## config.mk

```make
export PLATFORM = sky130hd
export DESIGN_NAME = sha256_round_ctrl
export DESIGN_NICKNAME = d
export VERILOG_FILES = /design/src/rtl/sha256_round_ctrl.sv
export SDC_FILE = /design/constraint.sdc
export NUM_CORES = 1
export LEC_CHECK = 0
export CAP_MARGIN = 20
export CORE_MARGIN = 1.5
export CORE_UTILIZATION = 30
export DETAILED_ROUTE_END_ITERATION = 16
export HOLD_SLACK_MARGIN = 0.06
export PLACE_DENSITY = 0.58
export SYNTH_ARGS = -nofsm -noshare
export SYNTH_HDL_FRONTEND = slang
export SYNTH_SLANG_ARGS = --single-unit
```

## constraint.sdc

```tcl
create_clock -name clk -period 1.28 [get_ports clk]
set_input_delay 0.192 -clock clk [delete_from_list [all_inputs] [get_ports clk]]
set_output_delay 0.192 -clock clk [all_outputs]
set_load 0.02 [all_outputs]
```

## src/rtl/sha256_round_ctrl.sv

```systemverilog
// Control sequencer for a SHA-256 compression core: loads 16 message words, runs ROUNDS rounds, then adds into the hash.
// Optional feature macro: SHA256_MULTIBLOCK_EN (chains hash state across blocks, init_hash only on a message's first block).
module sha256_round_ctrl #(
    parameter int ROUNDS = 64
) (
    input  logic       clk,
    input  logic       rst,
    input  logic       start,
    input  logic       last_block,
    input  logic       w_valid,
    output logic       w_ready,
    output logic       w_load,
    output logic [3:0] w_idx,
    output logic [6:0] k_sel,
    output logic       round_en,
    output logic       init_hash,
    output logic       final_add,
    output logic       busy,
    output logic       done
);

    typedef enum logic [2:0] {
        ST_IDLE  = 3'd0,
        ST_LOAD  = 3'd1,
        ST_ROUND = 3'd2,
        ST_FINAL = 3'd3,
        ST_DONE  = 3'd4
    } state_t;

    localparam logic [6:0] LAST_RND = 7'(ROUNDS - 1);
    localparam logic [6:0] K_ZERO   = 7'h7F;

    state_t      state_r;
    state_t      state_s;
    logic [3:0]  word_cnt_r;
    logic [6:0]  rnd_cnt_r;
    logic        init_hash_r;
    logic        accept_s;
    logic        first_s;

    assign accept_s = (state_r == ST_IDLE) && start;

`ifdef SHA256_MULTIBLOCK_EN
    logic first_blk_r;
    logic last_blk_r;

    // First-block flag: re-armed when the final block of a message completes.
    always_ff @(posedge clk) begin
        if (rst) begin
            first_blk_r <= 1'b1;
            last_blk_r  <= 1'b0;
        end else if (accept_s) begin
            first_blk_r <= 1'b0;
            last_blk_r  <= last_block;
        end else if ((state_r == ST_DONE) && last_blk_r) begin
            first_blk_r <= 1'b1;
        end
    end

    assign first_s = first_blk_r;
`else
    logic unused_last_block_s;
    assign unused_last_block_s = last_block;
    assign first_s = 1'b1;
`endif

    // State register.
    always_ff @(posedge clk) begin
        if (rst) begin
            state_r <= ST_IDLE;
        end else begin
            state_r <= state_s;
        end
    end

    // Next-state logic; a new start is only looked at in IDLE.
    always_comb begin
        state_s = state_r;
        case (state_r)
            ST_IDLE: begin
                if (start) begin
                    state_s = ST_LOAD;
                end else begin
                    state_s = ST_IDLE;
                end
            end
            ST_LOAD: begin
                if (w_valid && (word_cnt_r == 4'd15)) begin
                    state_s = ST_ROUND;
                end else begin
                    state_s = ST_LOAD;
                end
            end
            ST_ROUND: begin
                if (rnd_cnt_r == LAST_RND) begin
                    state_s = ST_FINAL;
                end else begin
                    state_s = ST_ROUND;
                end
            end
            ST_FINAL: state_s = ST_DONE;
            ST_DONE:  state_s = ST_IDLE;
            default:  state_s = ST_IDLE;
        endcase
    end

    // Word and round counters; word counter wraps to 0 after word 15.
    always_ff @(posedge clk) begin
        if (rst) begin
            word_cnt_r  <= 4'd0;
            rnd_cnt_r   <= 7'd0;
            init_hash_r <= 1'b0;
        end else begin
            if (w_load) begin
                word_cnt_r <= word_cnt_r + 4'd1;
            end
            if ((state_r == ST_ROUND) && (rnd_cnt_r != LAST_RND)) begin
                rnd_cnt_r <= rnd_cnt_r + 7'd1;
            end else begin
                rnd_cnt_r <= 7'd0;
            end
            init_hash_r <= accept_s && first_s;
        end
    end

    // Output decode of the registered state; only w_load sees an input.
    always_comb begin
        w_ready   = 1'b0;
        w_idx     = 4'd0;
        k_sel     = K_ZERO;
        round_en  = 1'b0;
        final_add = 1'b0;
        busy      = 1'b1;
        done      = 1'b0;
        case (state_r)
            ST_IDLE:  busy = 1'b0;
            ST_LOAD: begin
                w_ready = 1'b1;
                w_idx   = word_cnt_r;
            end
            ST_ROUND: begin
                round_en = 1'b1;
                k_sel    = rnd_cnt_r;
            end
            ST_FINAL: final_add = 1'b1;
            ST_DONE:  done = 1'b1;
            default:  busy = 1'b0;
        endcase
    end

    assign w_load    = w_ready && w_valid;
    assign init_hash = init_hash_r;

endmodule

```

==> results of run 1 <==
## registers in the layout, indices dropped and copies added, names as in the netlist
register / count
rnd_cnt_r: 7
init_hash: 1
state_r: 3
word_cnt_r: 4
## kinds of logic (layout without fill, tap and decap cells)
logic type      after synthesis  after routing
compound gates               11             11
xor+xnor                      5              5
fa+ha+maj                     2              2
buf+inv                       8             53
flops                        15             15
mux                           1              1
simple gates                 45             45
## where the power goes
part	internal, mW	switching [mW]	total, mW	leakage (nW)
clock	0.121	0.152	0.273	0.0150
combinational	0.0748	0.0568	0.132	0.401
sequential	0.473	0.00827	0.481	0.124
## per-stage QoR
stage               cell area, µm²  setup WS (ns)  power [mW]  setup TNS (ns)  hold slack, ns
finish                        1330         -0.167       0.886           -2.07           0.501
global route                  1330         -0.231       0.939           -3.25           0.506
CTS                           1290         -0.196       0.897           -2.32           0.484
detailed placement            1150         -0.398       0.603           -5.37           0.544
global placement              1150         -0.380       0.600           -5.10           0.522
floorplan                      788       0.000136       0.546               0           0.326
## worst register-to-register path: stages, from the launching register on
cell      delay [ns]
dfxtp_2         0.37
ha_4            0.15
nand4_1         0.12
or3b_1          0.39
a211oi_2        0.18
## timing repair
item	CTS	global route
pin swaps	6	3
cloned	1	0
resized for setup	122	7
setup endpoints to repair	20	23
buffers inserted	3	0
## metal layers
layer  up-vias  track usage [%]  wire length, µm  part of all wire (%)
met4         0             7.50               17                  0.86
met1       340             17.0              820                    42
met2        19             28.7             1020                    52
li1        386                -                -                     -
met5         -                0                0                     0
met3         2             3.61              111                   5.6
## area by class of cell
cell class                      instances  area [µm²]
Fill cell                             246        1150
Clock buffer                            4        26.3
Sequential cell                        15         312
Tap cell                               30        37.5
Inverter                                4        15.0
Multi-Input combinational cell         64         517
Timing Repair Buffer                   45         418
## cell usage in the layout, fill, tap and decap left out, types with 2 or more instances in the layout
cell type / n
dfxtp_4: 2
buf_6: 19
nor3b_4: 2
clkdlybuf4s50_1: 3
buf_4: 22
clkbuf_4: 3
nand2b_1: 6
nand3_1: 4
and2_4: 4
xnor2_1: 3
dfxtp_1: 10
nand2b_4: 2
inv_1: 4
xor2_1: 2
and3_1: 2
a211oi_2: 2
a21oi_1: 5
and2_1: 3
dfxtp_2: 3
nand4_1: 2
nor2_1: 8
nand2_2: 2
nand2_1: 2
## final timing paths
path	endpoint	slack [ns]
max	k_sel[4]	-0.17
min	init_hash$_SDFF_PP0_	0.50
max reg2reg	state_r[1]$_SDFF_PP0_	0
min reg2reg	rnd_cnt_r[0]$_SDFF_PP0_	0.58
## synth_stat cells (2+ instances only)
cell and n:
xnor2_1 3, dfxtp_1 15, inv_1 4, nand2b_1 8
nor2_1 9, buf_6 2, and3_1 2, ha_1 2
a21oi_1 5, xor2_1 2, nor3b_2 2, nand2_1 3
nand3_1 4, and2_1 7, nand4_1 2
==> impl_metrics.csv, run 1 <==
group,metric,value,unit
sta,fin_crit,1.45,ns
logic_synthesis,yosysSeqAreaShare,38.4,%
worst_setup_path,path_depth,4,
sta,hold_violations,0,
pwr,powerDensity,668,mW/mm²
clocking,clock_sinks,15,
logic_synthesis,yosys_warnings,0,
logic_synthesis,yosysTopAreaCellShare,38.4,%
logic_synthesis,synth_compound_area_share,10.6,%
clocking,postCtsHoldBufs,0,
worst_setup_path,required,1.09,ns
global_routing,grt_overflow,0,
floorplanning,start_util,31.6,%
sta,finalCritPeriodShare,113,%
sta,final-setup-viol-count,17,
final_layout,nets,140,
placement,gp_congestion,0.740,
floorplanning,dieArea,0.00292,mm²
flow_run,maxCapViolations,0,
logic_synthesis,yosys.area.top_type,"dfxtp_1",
clocking,clock_latency,0.28,ns
logic_synthesis,synth_top_family_by_area,"simple AND/OR/NAND/NOR gates",
sta,worst_slack,-0.167,ns
floorplanning,die_h,54.1,µm
global_routing,grt_start_max_net_pins,9,
floorplanning,placementRows,18,
worst_setup_path,rr_startpoint,"word_cnt_r[0]$_SDFFE_PP0P_",
logic_synthesis,synthSimpleGateAreaFrac,35.0,%
logic_synthesis,syn_avg_cell_area,8.99,µm²
pwr,ir_drop,436,µV
pwr,power_leakage,0.540,nW
logic_synthesis,syn_inst,87,
logic_synthesis,async_flop_share,0,%
global_routing,grt_pass1_vias,729,
floorplanning,die_w,54.1,µm
drt,drc_errors,0,
sta,slew_headroom,79.7,%
logic_synthesis,syn_nets,94,
worst_setup_path,rr_worst_depth,4,
placement,dp_hpwl,1320,µm
final_layout,fin_cells,162,
drt,dr.pass1.iters,2,
logic_synthesis,synthDistinctLibCells,32,
worst_setup_path,cp-startpoint,"state_r[1]$_SDFF_PP0_",
sta,fin_skew,0.00181,ns
sta,rsz0062_at_grt,"true",
sta,slew_violations,0,
worst_setup_path,crit_chain,"nor3b_4 > buf_6 > nand2b_1 > buf_6",
logic_synthesis,synth_top_cells_by_area,"dfxtp_1 (38%), nand2b_1 (6.4%), and2_1 (5.6%)",
drt,drtAntennaViolNets,0,
floorplanning,core,0.00248,mm²
final_layout,fin_util,53.5,%
final_layout,syn_to_final_growth,69.4,%
worst_setup_path,startpoint_type,"register",
clocking,numCtsBuffers,3,
worst_setup_path,path_delay_family,"flip-flops",
logic_synthesis,synth_edf_count,0,
drt,wl,1970,µm
worst_setup_path,slowest_stage,"dfxtp_4",
drt,drt-initial-drc-count,7,
clocking,path_clk_slew,0.09,ns
worst_setup_path,slowest_delay,0.38,ns
logic_synthesis,muxShareOfSynthArea,1.28,%
worst_hold_path,hold_class,"primary input to register",
global_routing,grt_pass1_wl,3240,µm
drt,viasPerCell,4.61,
drt,wire_per_inst,12.2,µm
run_status,status,"complete, but fails checks",
sta,max_slew.worst_pin.slew,0.303,ns
clocking,clockRootBuffer,"clkbuf_4",
worst_hold_path,min_from,"start",
worst_setup_path,cp_data_arrival_time,1.25,ns
logic_synthesis,ys.flop_type,"dfxtp_1",
sta,fmax,691,MHz
final_layout,drive_above_1_share,49.2,%
clocking,cts_tree,"yes",
worst_setup_path,cp_max_fo,5,
placement,port_buffers,21,
clocking,cts_buffer_depth,2,
global_routing,grt_usage,15.7,%
worst_setup_path,cp.buffers_inverters,2,
logic_synthesis,synth-xor-area-share,5.60,%
final_layout,antenna_cells,0,
worst_setup_path,path_class,"register to primary output",
worst_setup_path,cp_common_cell,"buf_6",
floorplanning,ios,23,
worst_setup_path,cp-end-kind,"primary output",
logic_synthesis,synthAdderAreaFrac,3.20,%
drt,via_count,747,
global_routing,antenna_found_initial,0,
logic_synthesis,yosys_register_bits,15,
run_status,violations,"setup timing",
worst_hold_path,hold_depth,3,
logic_synthesis,synth.cell_area,782,µm²
placement,placedCellCount,154,
clocking,h-tree-depth,1,
(Power assumes the default switching activity.)
==> run 2, diff against run 1 <==
- CTS_BUF_LIST: not set -> sky130_fd_sc_hd__clkbuf_16
- CTS_CLUSTER_SIZE: not set -> 8
==> run 2 against run 1 <==
The flow still finishes with violations (setup timing). Combinational power about the same. Worst hold slack improved by 0.041 ns. Clock power increased by 120%. Sequential cell count unchanged. Die area unchanged. Register-to-register slack about the same. First-iteration DRC count increased by 43%. Non-clock buffer count unchanged. Cell count unchanged. Routed wire length increased by 0.91%. Critical endpoint unchanged.
==> impl_metrics.csv, run 2 (synthesis results as in run 1) <==
group,metric,value,unit
final_layout,syn_to_final_growth,76.5,%
pwr,power,1.22,mW
sta,slew_violations,0,
global_routing,grt_pass1_wl,3240,µm
flow_run,maxCapViolations,0,
sta,max_slew.worst_pin.slew,0.304,ns
placement,gp_congestion,0.740,
worst_setup_path,path_delay_family,"flip-flops",
pwr,ir_drop,768,µV
final_layout,antenna_cells,0,
placement,port_buffers,21,
global_routing,grt_pass1_vias,731,
clocking,clock_sinks,15,
clocking,h-tree-depth,1,
run_status,status,"complete, but fails checks",
pwr,p_int,0.963,mW
floorplanning,die_h,54.1,µm
floorplanning,core,0.00248,mm²
final_layout,layout_common_cells,"buf_4 (22), buf_6 (19), dfxtp_1 (10)",
final_layout,top_register,"rnd_cnt_r",
worst_setup_path,required,1.09,ns
final_layout,multi_input_area,517,µm²
worst_setup_path,endpoint,"k_sel[4]",
clocking,cts_tree,"yes",
worst_setup_path,cp_data_arrival_time,1.20,ns
sta,rsz0062_at_grt,"true",
run_status,violations,"setup timing",
pwr,p_comb_share,10.8,%
clocking,postCtsHoldBufs,0,
floorplanning,ios,23,
worst_setup_path,slowest_stage,"dfxtp_4",
final_layout,largest_register_ffs,7,
drt,wire_per_inst,12.3,µm
pwr,switching_share,21.1,%
worst_setup_path,path_depth,4,
final_layout,nets,140,
worst_hold_path,hold_class,"primary input to register",
pwr,pwr-share-seq,39.5,%
drt,via_count,752,
placement,placedCellCount,154,
drt,top_layer_used,"met4",
sta,slew_headroom,79.7,%
pwr,power_frac_clock,49.7,%
drt,wl_met3,116,µm
clocking,cts_buffer_depth,2,
sta,finalCritPeriodShare,109,%
worst_setup_path,rr_startpoint,"word_cnt_r[0]$_SDFFE_PP0P_",
worst_setup_path,cp.buffers_inverters,2,
worst_hold_path,min_from,"start",
worst_setup_path,rr_worst_depth,4,
drt,dr.pass1.iters,2,
drt,drc_errors,0,
clocking,path_clk_slew,0.05,ns
floorplanning,dieArea,0.00292,mm²
sta,worst_slack,-0.113,ns
placement,dp_hpwl,1320,µm
global_routing,grt_usage,15.7,%
worst_setup_path,r2r_end,"state_r[1]$_SDFF_PP0_",
drt,drt-initial-drc-count,10,
global_routing,antenna_found_initial,0,
drt,dr_wl_met2,1030,µm
floorplanning,start_util,31.6,%
final_layout,top_regs,"rnd_cnt_r: 7 flops, word_cnt_r: 4 flops, state_r: 3 flops",
worst_setup_path,slowest_delay,0.37,ns
sta,fmax,718,MHz
worst_setup_path,reg2reg_slack,0,ns
floorplanning,placementRows,18,
global_routing,grt_start_max_net_pins,9,
worst_setup_path,path_class,"register to primary output",
global_routing,grt_overflow,0,
clocking,numCtsBuffers,3,
worst_setup_path,cp-startpoint,"state_r[1]$_SDFF_PP0_",
final_layout,register_area,314,µm²
worst_setup_path,cp_common_cell,"buf_6",
sta,fin_skew,0.00228,ns
drt,drtAntennaViolNets,0,
worst_setup_path,startpoint_type,"register",
pwr,switching_power,0.257,mW
final_layout,final_common_cell,"buf_4",
sta,hold_violations,0,
final_layout,fin_cells,162,
worst_setup_path,cp_max_fo,5,
pwr,powerDensity,883,mW/mm²
sta,final-setup-viol-count,16,
worst_setup_path,cp-end-kind,"primary output",
drt,viasPerCell,4.64,
final_layout,nFillCells,239,
floorplanning,die_w,54.1,µm
pwr,power_leakage,0.568,nW
worst_setup_path,crit_chain,"nor3b_4 > buf_6 > nand2b_1 > buf_6",
sta,fin_crit,1.39,ns
final_layout,drive_above_1_share,49.2,%
clocking,clockRootBuffer,"clkbuf_16",
drt,m1WireLength,805,µm
clocking,clock_latency,0.25,ns
drt,wl,1990,µm
## run 2: cell types whose count changed in the layout (fill, tap and decap cells not counted), sizes merged
cell,previous run,this run
clkbuf,4,3
inv,4,5
## run 2: routing by layer
| metal | track usage, % | up-vias |
|---|---|---|
| li1 | - | 386 |
| met4 | 8.75 | 0 |
| met5 | 0 | - |
| met1 | 17.0 | 339 |
| met2 | 28.7 | 22 |
| met3 | 2.78 | 5 |
## run 2: how the worst min path moves through the flow
stage                                 end  cells after the start
2_1_floorplan        init_hash$_SDFF_PP0_                      2
3_3_place_gp   word_cnt_r[1]$_SDFFE_PP0P_                      2
3_5_place_dp   word_cnt_r[1]$_SDFFE_PP0P_                      2
4_1_cts              init_hash$_SDFF_PP0_                      3
5_1_grt              init_hash$_SDFF_PP0_                      3
6_report             init_hash$_SDFF_PP0_                      3
## run 2: timing repair
action,4_1_cts,5_1_grt
pin swaps,5,3
cloned,1,0
gates resized for setup,123,7
setup buffers,3,0
endpoints found under the setup margin,19,23
## run 2: power groups by stage
stage	combinational, mW	clock (mW)	sequential, mW
final	0.131	0.606	0.482
after global routing	0.143	0.643	0.483
after CTS	0.126	0.624	0.482
after detailed placement	0.112	0	0.492
after global placement	0.109	0	0.491
after floorplan	0.0510	0	0.495
## run 2: worst min-delay path, cell delays in order
cell,delay [ns]
clkdlybuf4s50_1,0.43
nand2b_1,0.08
nor4_1,0.04
## run 2: per-stage QoR
step | utilization [%] | hold WS [ns] | setup slack [ns] | setup TNS [ns] | area (µm²)
finish | 55.7 | 0.541 | -0.113 | -1.19 | 1380
global route | 55.7 | 0.569 | -0.164 | -2.11 | 1380
CTS | 54.5 | 0.538 | -0.135 | -1.28 | 1350
detailed placement | 46.6 | 0.544 | -0.398 | -5.37 | 1150
global placement | 46.6 | 0.522 | -0.380 | -5.10 | 1150
floorplan | - | 0.326 | 0.000136 | 0 | 788
## run 2: layout make-up
cell class	instances	area share (%)
clock buffer	3	5.44
inverter	4	1.09
tap	30	2.72
timing repair buffer	45	30.3
multi-input combinational	64	37.4
sequential	15	22.8
clock inverter	1	0.272
